File: src/rtl/rv_pkg.sv
// rv_pkg: RV32I opcodes, immediate formats and decode helpers shared by the decode stage.
package rv_pkg;
  localparam logic [6:0] OP_LOAD   = 7'b0000011;
  localparam logic [6:0] OP_IMM    = 7'b0010011;
  localparam logic [6:0] OP_STORE  = 7'b0100011;
  localparam logic [6:0] OP_BRANCH = 7'b1100011;
  localparam logic [6:0] OP_LUI    = 7'b0110111;
  localparam logic [6:0] OP_AUIPC  = 7'b0010111;
  localparam logic [6:0] OP_JAL    = 7'b1101111;
  localparam logic [6:0] OP_JALR   = 7'b1100111;
  localparam logic [6:0] OP_REG    = 7'b0110011;
  localparam logic [6:0] OP_FENCE  = 7'b0001111;
  localparam logic [6:0] OP_SYSTEM = 7'b1110011;
  localparam logic [31:0] NOP_INSTR = 32'h0000_0013;

  typedef enum logic [2:0] {IMM_I, IMM_S, IMM_B, IMM_U, IMM_J, IMM_NONE} imm_type_t;

  function automatic imm_type_t imm_type(input logic [6:0] op);
    case (op)
      OP_LOAD, OP_IMM, OP_JALR: return IMM_I;
      OP_STORE:                 return IMM_S;
      OP_BRANCH:                return IMM_B;
      OP_LUI, OP_AUIPC:         return IMM_U;
      OP_JAL:                   return IMM_J;
      default:                  return IMM_NONE;
    endcase
  endfunction

  function automatic logic [31:0] imm_gen(input logic [31:0] i);
    case (imm_type(i[6:0]))
      IMM_I:   return {{20{i[31]}}, i[31:20]};
      IMM_S:   return {{20{i[31]}}, i[31:25], i[11:7]};
      IMM_B:   return {{19{i[31]}}, i[31], i[7], i[30:25], i[11:8], 1'b0};
      IMM_U:   return {i[31:12], 12'b0};
      IMM_J:   return {{11{i[31]}}, i[31], i[19:12], i[20], i[30:21], 1'b0};
      default: return 32'b0;
    endcase
  endfunction

  function automatic logic is_legal(input logic [6:0] op);
    return imm_type(op) != IMM_NONE || op == OP_REG || op == OP_FENCE || op == OP_SYSTEM;
  endfunction
endpackage

File: src/rtl/id_regfile_stage_if.sv
// id_regfile_stage_if: fetch, hazard, write-back and decode signals of the decode stage.
// Optional id_illegal present when ILLEGAL_OPCODE_EN is defined.
interface id_regfile_stage_if #(parameter int XLEN = 32, parameter int PC_W = 8) ();
  logic            if_valid;
  logic [PC_W-1:0] if_pc;
  logic [31:0]     if_instr;
  logic            stall;
  logic            flush;
  logic            id_ready;
  logic            wb_en;
  logic [4:0]      wb_rd;
  logic [XLEN-1:0] wb_data;
  logic            id_valid;
  logic [PC_W-1:0] id_pc;
  logic [31:0]     id_instr;
  logic [6:0]      id_opcode;
  logic [4:0]      id_rd;
  logic [4:0]      id_rs1;
  logic [4:0]      id_rs2;
  logic [XLEN-1:0] id_rs1_data;
  logic [XLEN-1:0] id_rs2_data;
  logic [XLEN-1:0] id_imm;
`ifdef ILLEGAL_OPCODE_EN
  logic            id_illegal;
`endif

  modport master (
    output if_valid, if_pc, if_instr, stall, flush, wb_en, wb_rd, wb_data,
    input  id_ready, id_valid, id_pc, id_instr, id_opcode, id_rd, id_rs1, id_rs2,
           id_rs1_data, id_rs2_data, id_imm
`ifdef ILLEGAL_OPCODE_EN
    , input id_illegal
`endif
  );

  modport slave (
    input  if_valid, if_pc, if_instr, stall, flush, wb_en, wb_rd, wb_data,
    output id_ready, id_valid, id_pc, id_instr, id_opcode, id_rd, id_rs1, id_rs2,
           id_rs1_data, id_rs2_data, id_imm
`ifdef ILLEGAL_OPCODE_EN
    , output id_illegal
`endif
  );
endinterface

File: src/rtl/id_regfile_stage_regfile_2r1w.sv
// regfile_2r1w: 32-entry register file, two asynchronous reads, one synchronous write, x0 reads 0.
module regfile_2r1w #(parameter int XLEN = 32) (
  input  logic            clk,
  input  logic            rst,
  input  logic            we,
  input  logic [4:0]      wa,
  input  logic [XLEN-1:0] wd,
  input  logic [4:0]      ra1,
  input  logic [4:0]      ra2,
  output logic [XLEN-1:0] rd1,
  output logic [XLEN-1:0] rd2
);
  logic [XLEN-1:0] regs [32];

  always_ff @(posedge clk)
    if (rst)
      for (int i = 0; i < 32; i++) regs[i] <= '0;
    else if (we && wa != 5'd0)
      regs[wa] <= wd;

  assign rd1 = (ra1 == 5'd0) ? '0 : regs[ra1];
  assign rd2 = (ra2 == 5'd0) ? '0 : regs[ra2];
endmodule

File: src/rtl/id_regfile_stage.sv
// id_regfile_stage: IF/ID pipeline register with stall/flush, field decode, immediate and operand fetch.
// Define ILLEGAL_OPCODE_EN to add the id_illegal output.
module id_regfile_stage
  import rv_pkg::*;
#(
  parameter int XLEN = 32,
  parameter int PC_W = 8
) (
  input logic clk,
  input logic rst,
  id_regfile_stage_if.slave bus
);
  logic            valid_q;
  logic [PC_W-1:0] pc_q;
  logic [31:0]     instr_q;
  logic [XLEN-1:0] op1_q, op2_q, rd1, rd2;
  logic [31:0]     nxt_instr;
  logic [4:0]      nrs1, nrs2, cur_rs1, cur_rs2;
  logic            byp1, byp2, ref1, ref2;

  assign nxt_instr = bus.if_valid ? bus.if_instr : NOP_INSTR;
  assign nrs1      = nxt_instr[19:15];
  assign nrs2      = nxt_instr[24:20];
  assign cur_rs1   = instr_q[19:15];
  assign cur_rs2   = instr_q[24:20];

  // a write landing in the same edge as the capture must be seen by the captured operand
  assign byp1 = bus.wb_en && bus.wb_rd == nrs1 && nrs1 != 5'd0;
  assign byp2 = bus.wb_en && bus.wb_rd == nrs2 && nrs2 != 5'd0;
  assign ref1 = bus.wb_en && bus.wb_rd == cur_rs1 && cur_rs1 != 5'd0;
  assign ref2 = bus.wb_en && bus.wb_rd == cur_rs2 && cur_rs2 != 5'd0;

  regfile_2r1w #(.XLEN(XLEN)) u_rf (
    .clk (clk),
    .rst (rst),
    .we  (bus.wb_en),
    .wa  (bus.wb_rd),
    .wd  (bus.wb_data),
    .ra1 (nrs1),
    .ra2 (nrs2),
    .rd1 (rd1),
    .rd2 (rd2)
  );

  always_ff @(posedge clk)
    if (rst) begin
      valid_q <= 1'b0;
      pc_q    <= '0;
      instr_q <= NOP_INSTR;
      op1_q   <= '0;
      op2_q   <= '0;
    end else if (bus.flush) begin
      valid_q <= 1'b0;
      instr_q <= NOP_INSTR;
      op1_q   <= '0;
      op2_q   <= '0;
    end else if (bus.stall) begin
      op1_q <= ref1 ? bus.wb_data : op1_q;
      op2_q <= ref2 ? bus.wb_data : op2_q;
    end else begin
      valid_q <= bus.if_valid;
      pc_q    <= bus.if_pc;
      instr_q <= nxt_instr;
      op1_q   <= byp1 ? bus.wb_data : rd1;
      op2_q   <= byp2 ? bus.wb_data : rd2;
    end

  assign bus.id_ready    = !bus.stall;
  assign bus.id_valid    = valid_q;
  assign bus.id_pc       = pc_q;
  assign bus.id_instr    = instr_q;
  assign bus.id_opcode   = instr_q[6:0];
  assign bus.id_rd       = instr_q[11:7];
  assign bus.id_rs1      = cur_rs1;
  assign bus.id_rs2      = cur_rs2;
  assign bus.id_rs1_data = op1_q;
  assign bus.id_rs2_data = op2_q;
  assign bus.id_imm      = XLEN'(signed'(imm_gen(instr_q)));
`ifdef ILLEGAL_OPCODE_EN
  assign bus.id_illegal  = valid_q && !is_legal(instr_q[6:0]);
`endif
endmodule

File: src/flat_wrapper.sv
// flat-port wrapper written by rule: the top's interface ports become plain ports
module id_regfile_stage_flat import rv_pkg::*;
#(
  parameter int XLEN = 32,
  parameter int PC_W = 8
)
  (clk, rst, bus_if_valid, bus_if_pc, bus_if_instr, bus_stall, bus_flush, bus_wb_en, bus_wb_rd, bus_wb_data, bus_id_ready, bus_id_valid, bus_id_pc, bus_id_instr, bus_id_opcode, bus_id_rd, bus_id_rs1, bus_id_rs2, bus_id_rs1_data, bus_id_rs2_data, bus_id_imm);
  id_regfile_stage_if #(.XLEN(XLEN), .PC_W(PC_W)) bus_i ();
  input logic clk;
  input logic rst;
  input wire logic [$bits(bus_i.if_valid)-1:0] bus_if_valid;
  input wire logic [$bits(bus_i.if_pc)-1:0] bus_if_pc;
  input wire logic [$bits(bus_i.if_instr)-1:0] bus_if_instr;
  input wire logic [$bits(bus_i.stall)-1:0] bus_stall;
  input wire logic [$bits(bus_i.flush)-1:0] bus_flush;
  input wire logic [$bits(bus_i.wb_en)-1:0] bus_wb_en;
  input wire logic [$bits(bus_i.wb_rd)-1:0] bus_wb_rd;
  input wire logic [$bits(bus_i.wb_data)-1:0] bus_wb_data;
  output wire logic [$bits(bus_i.id_ready)-1:0] bus_id_ready;
  output wire logic [$bits(bus_i.id_valid)-1:0] bus_id_valid;
  output wire logic [$bits(bus_i.id_pc)-1:0] bus_id_pc;
  output wire logic [$bits(bus_i.id_instr)-1:0] bus_id_instr;
  output wire logic [$bits(bus_i.id_opcode)-1:0] bus_id_opcode;
  output wire logic [$bits(bus_i.id_rd)-1:0] bus_id_rd;
  output wire logic [$bits(bus_i.id_rs1)-1:0] bus_id_rs1;
  output wire logic [$bits(bus_i.id_rs2)-1:0] bus_id_rs2;
  output wire logic [$bits(bus_i.id_rs1_data)-1:0] bus_id_rs1_data;
  output wire logic [$bits(bus_i.id_rs2_data)-1:0] bus_id_rs2_data;
  output wire logic [$bits(bus_i.id_imm)-1:0] bus_id_imm;
  assign bus_i.if_valid = bus_if_valid;
  assign bus_i.if_pc = bus_if_pc;
  assign bus_i.if_instr = bus_if_instr;
  assign bus_i.stall = bus_stall;
  assign bus_i.flush = bus_flush;
  assign bus_i.wb_en = bus_wb_en;
  assign bus_i.wb_rd = bus_wb_rd;
  assign bus_i.wb_data = bus_wb_data;
  assign bus_id_ready = bus_i.id_ready;
  assign bus_id_valid = bus_i.id_valid;
  assign bus_id_pc = bus_i.id_pc;
  assign bus_id_instr = bus_i.id_instr;
  assign bus_id_opcode = bus_i.id_opcode;
  assign bus_id_rd = bus_i.id_rd;
  assign bus_id_rs1 = bus_i.id_rs1;
  assign bus_id_rs2 = bus_i.id_rs2;
  assign bus_id_rs1_data = bus_i.id_rs1_data;
  assign bus_id_rs2_data = bus_i.id_rs2_data;
  assign bus_id_imm = bus_i.id_imm;
  id_regfile_stage #(.XLEN(XLEN), .PC_W(PC_W)) u_core (.clk(clk), .rst(rst), .bus(bus_i));
endmodule
File: config.mk
export PLATFORM = sky130hd
export DESIGN_NAME = id_regfile_stage_flat
export DESIGN_NICKNAME = d
export VERILOG_FILES = /design/src/rtl/rv_pkg.sv /design/src/rtl/id_regfile_stage_if.sv /design/src/rtl/id_regfile_stage_regfile_2r1w.sv /design/src/rtl/id_regfile_stage.sv /design/src/flat_wrapper.sv
export SDC_FILE = /design/constraint.sdc
export NUM_CORES = 2
export LEC_CHECK = 0
export ABC_AREA = 1
export CAP_MARGIN = 25
export CORE_MARGIN = 2
export CORE_UTILIZATION = 50
export DETAILED_ROUTE_END_ITERATION = 10
export MAX_ROUTING_LAYER = met4
export PLACE_DENSITY = 0.67
export SETUP_SLACK_MARGIN = 0.5
export SYNTH_ARGS = -nofsm -noshare
export SYNTH_HDL_FRONTEND = slang
export SYNTH_SLANG_ARGS = --single-unit
File: constraint.sdc
create_clock -name clk -period 3.7 [get_ports clk]
set_input_delay 1.11 -clock clk [delete_from_list [all_inputs] [get_ports clk]]
set_output_delay 1.11 -clock clk [all_outputs]
set_load 0.03 [all_outputs]
==> metrics.cfg <==
[yosys]
synth.distinct_cells=32
synth_edf_count=1024
async_flop_share=0
syn_avg_cell_area_um2=7.84
yosys.area.top_type=edfxtp_1
synthFlopType=edfxtp_1
synth_warnings=0
syn_area_um2=63600
synth_area_leaders=edfxtp_1 48%, nand3_1 19%, nand2_1 13%
ys_ff_latch=1129
synthCells=8113
seq_area_frac_synth=0.517
synth_top_cell_area_share=0.484
synth_commonest_cells=2,436 x nand3_1, 2,125 x nand2_1, 1,041 x nor2_1
synth_most_common_cell=nand3_1

[critical_path]
worstPathMaxFanout=7
cp.depth=8
r2r_cells=9
critPathMaxStageDelay_ns=0.32
critPathLaunchType=register
cp_cell_sequence=inv_2 > nor3_4 > nand2_1 > inv_2 > o31ai_4 > buf_6 > a21boi_1 > buf_4
crit_path_end_kind=output pin
cp_data_required_time_ns=2.59
r2r_start=u_core.bus.id_instr[17]
cpMostUsedCell=inv_2
startpoint=u_core.bus.id_instr[6]
arrival_ns=2.21
cp_num_buf_inv=4
cpLargestDelayFamily=buffers and inverters
crit_type=reg -> out
crit_slowest_cell=dfxtp_2

[clock_tree]
cts.sinks=1129
cts_root_buf=clkbuf_16
cts_made_buffers=131
cts_hold_buf=0
clkTransAtPathRegs_ns=0.05
cts_tree=yes
cts_max_level=4
clk_path_buf_depth=3
insertion_delay_ns=0.78

[sta]
report.final.slew_viol_count=0
fmax_mhz=302
hold_viol=0
fin_crit_sh=0.896
worst_pin_slew_ns=1.07
fin_setup_tns_ns=0
fin_skew_ns=0.0264
relSlewSlack=0.287
grt_setup_unrepaired=true
setup-violations-final=0
final.min_clock_period_ns=3.32

[cells_and_area]
nNetsFinal=8250
drive_gt1_frac=0.0935
syn_to_final_growth_pct=17.2
final_core_util=0.592
fillers=10995

[detailed_routing]
remaining_drc_errors=0
drt_pass1_iterations=9
wl_um=269000
drt_first_iter_violations=10716
vias=63954
drt-vias-per-instance=6.44
wl_per_cell_um=27.1
ant_nets=0

[global_route]
grt_pass1_wl_um=390000
grt_pass1_vias=60183
grt.overflow.total=0
grt_usage=0.415
grt_max_degree=129
antenna_found_initial=6

[floorplanning]
core_area_um2=126000
die_x_um=361
die-area_um2=130000
die_height_um=361
io-pin-count=243
start_util=0.505
std_cell_rows=130

[pwr]
sw_frac_of_total=0.287
p_seq_frac=0.446
ir_drop_uv=506
p_comb_frac=0.160
p_clk_frac=0.393
p_leak_nw=30.8
p_int_w=0.0240
power_density_nw_per_um2=451
power_switching_w=0.00964

[worst_hold_path]
min_path_type=reg -> reg
hold_depth=2
min_from=u_core.bus.id_instr[12]

[place]
gp_congestion=1.01
dp_hpwl_um=166000
portBuffers=242

[run]
cap_viol_max_count=0

[run_status]
status=finished clean

==> metal layers <==
layer / track usage / part of all wire / up-vias
li1: - / - / 27449
met1: 0.518 / 0.35 / 29824
met2: 0.598 / 0.43 / 5576
met3: 0.118 / 0.16 / 1105
met4: 0.247 / 0.068 / 0
met5: - / 0 / -
==> worst paths after layout <==
kind | to | slack, ns
min reg2reg | u_core.bus.id_instr[12] | 0.50
max | bus_id_imm[9] | 0.38
min | u_core.bus.id_instr[12] | 0.50
max reg2reg | u_core.bus.id_rs1_data[11] | 1.22
==> layout by cell type (no fill, tap or decap), types with 8 or more instances in the layout <==
cell type and n:
nand3_1 2434, nand2_1 2085, nor2_1 1026, edfxtp_1 1024, buf_4 274, inv_1 223
clkdlybuf4s50_1 200, buf_12 176, a21oi_1 168, clkbuf_16 138, dfxtp_1 99, o21ai_0 92
nand2_2 39, clkbuf_1 33, conb_1 32, clkinv_1 22, buf_6 20, inv_2 18
clkinv_2 17, o211ai_1 16, nor2_4 15, nand4_1 13, bufinv_16 12, nor3_1 8
==> worst min-delay path, cell delays in order, from the launching register on <==
cell and delay (ns):
dfxtp_1 0.33, nand2_1 0.07, a21oi_1 0.05
==> power groups by stage <==
stage | clock [W] | sequential, W | combinational (W)
floorplan | 0 | 0.0152 | 0.00284
global placement | 0 | 0.0152 | 0.00507
detailed placement | 0 | 0.0152 | 0.00512
CTS | 0.0132 | 0.0150 | 0.00516
global route | 0.0137 | 0.0151 | 0.00564
finish | 0.0132 | 0.0150 | 0.00538
==> stage by stage <==
step | power, W | area (um^2) | setup WS, ns | instances | hold slack, ns
global placement | 0.0203 | 70000 | -0.113 | 9676 | 0.480
finish | 0.0336 | 74500 | 0.383 | 9925 | 0.499
floorplan | 0.0180 | 63700 | 0.391 | 8144 | 0.595
detailed placement | 0.0204 | 70000 | -0.103 | 9677 | 0.489
CTS | 0.0333 | 74400 | 0.365 | 9920 | 0.500
global route | 0.0344 | 74500 | 0.297 | 9925 | 0.525
==> cell type report <==
| type | instances | area [um^2] | area share |
|---|---|---|---|
| flip-flops and latches | 1129 | 32900 | 0.441 |
| multi-input cells | 5975 | 26400 | 0.354 |
| clock inverters | 60 | 613 | 0.00823 |
| repair buffers | 682 | 7950 | 0.107 |
| diodes | 4 | 10.0 | 0.000134 |
| inverters | 248 | 966 | 0.0130 |
| well taps | 1650 | 2060 | 0.0277 |
| clock buffers | 177 | 3660 | 0.0491 |
==> state kept, by name (all words and copies together) (netlist names) <==
name and flops:
u_core.bus.id_instr 32, u_core.bus.id_pc 8, u_core.bus.id_rs1_data 32, u_core.bus.id_rs2_data 32, u_core.bus.id_valid 1, u_core.u_rf.regs 1024
==> cells by family after synthesis <==
group,after synthesis,share of synthesized area
AO/OA/AOI/OAI,304,0.0251
buffers and inverters,1040,0.0756
XOR/XNOR,3,0.000413
AND/OR/NAND/NOR,5636,0.382
flip-flops,1129,0.517
other,1,0.0000590
==> timing repair <==
item | in CTS | in global routing
setup endpoints to repair | 37 | 33
pin swaps | 12 | 11
buffers inserted | 5 | 0
gates resized for setup | 245 | 30
gates cloned | 1 | 0
(Power assumes the default switching activity.)
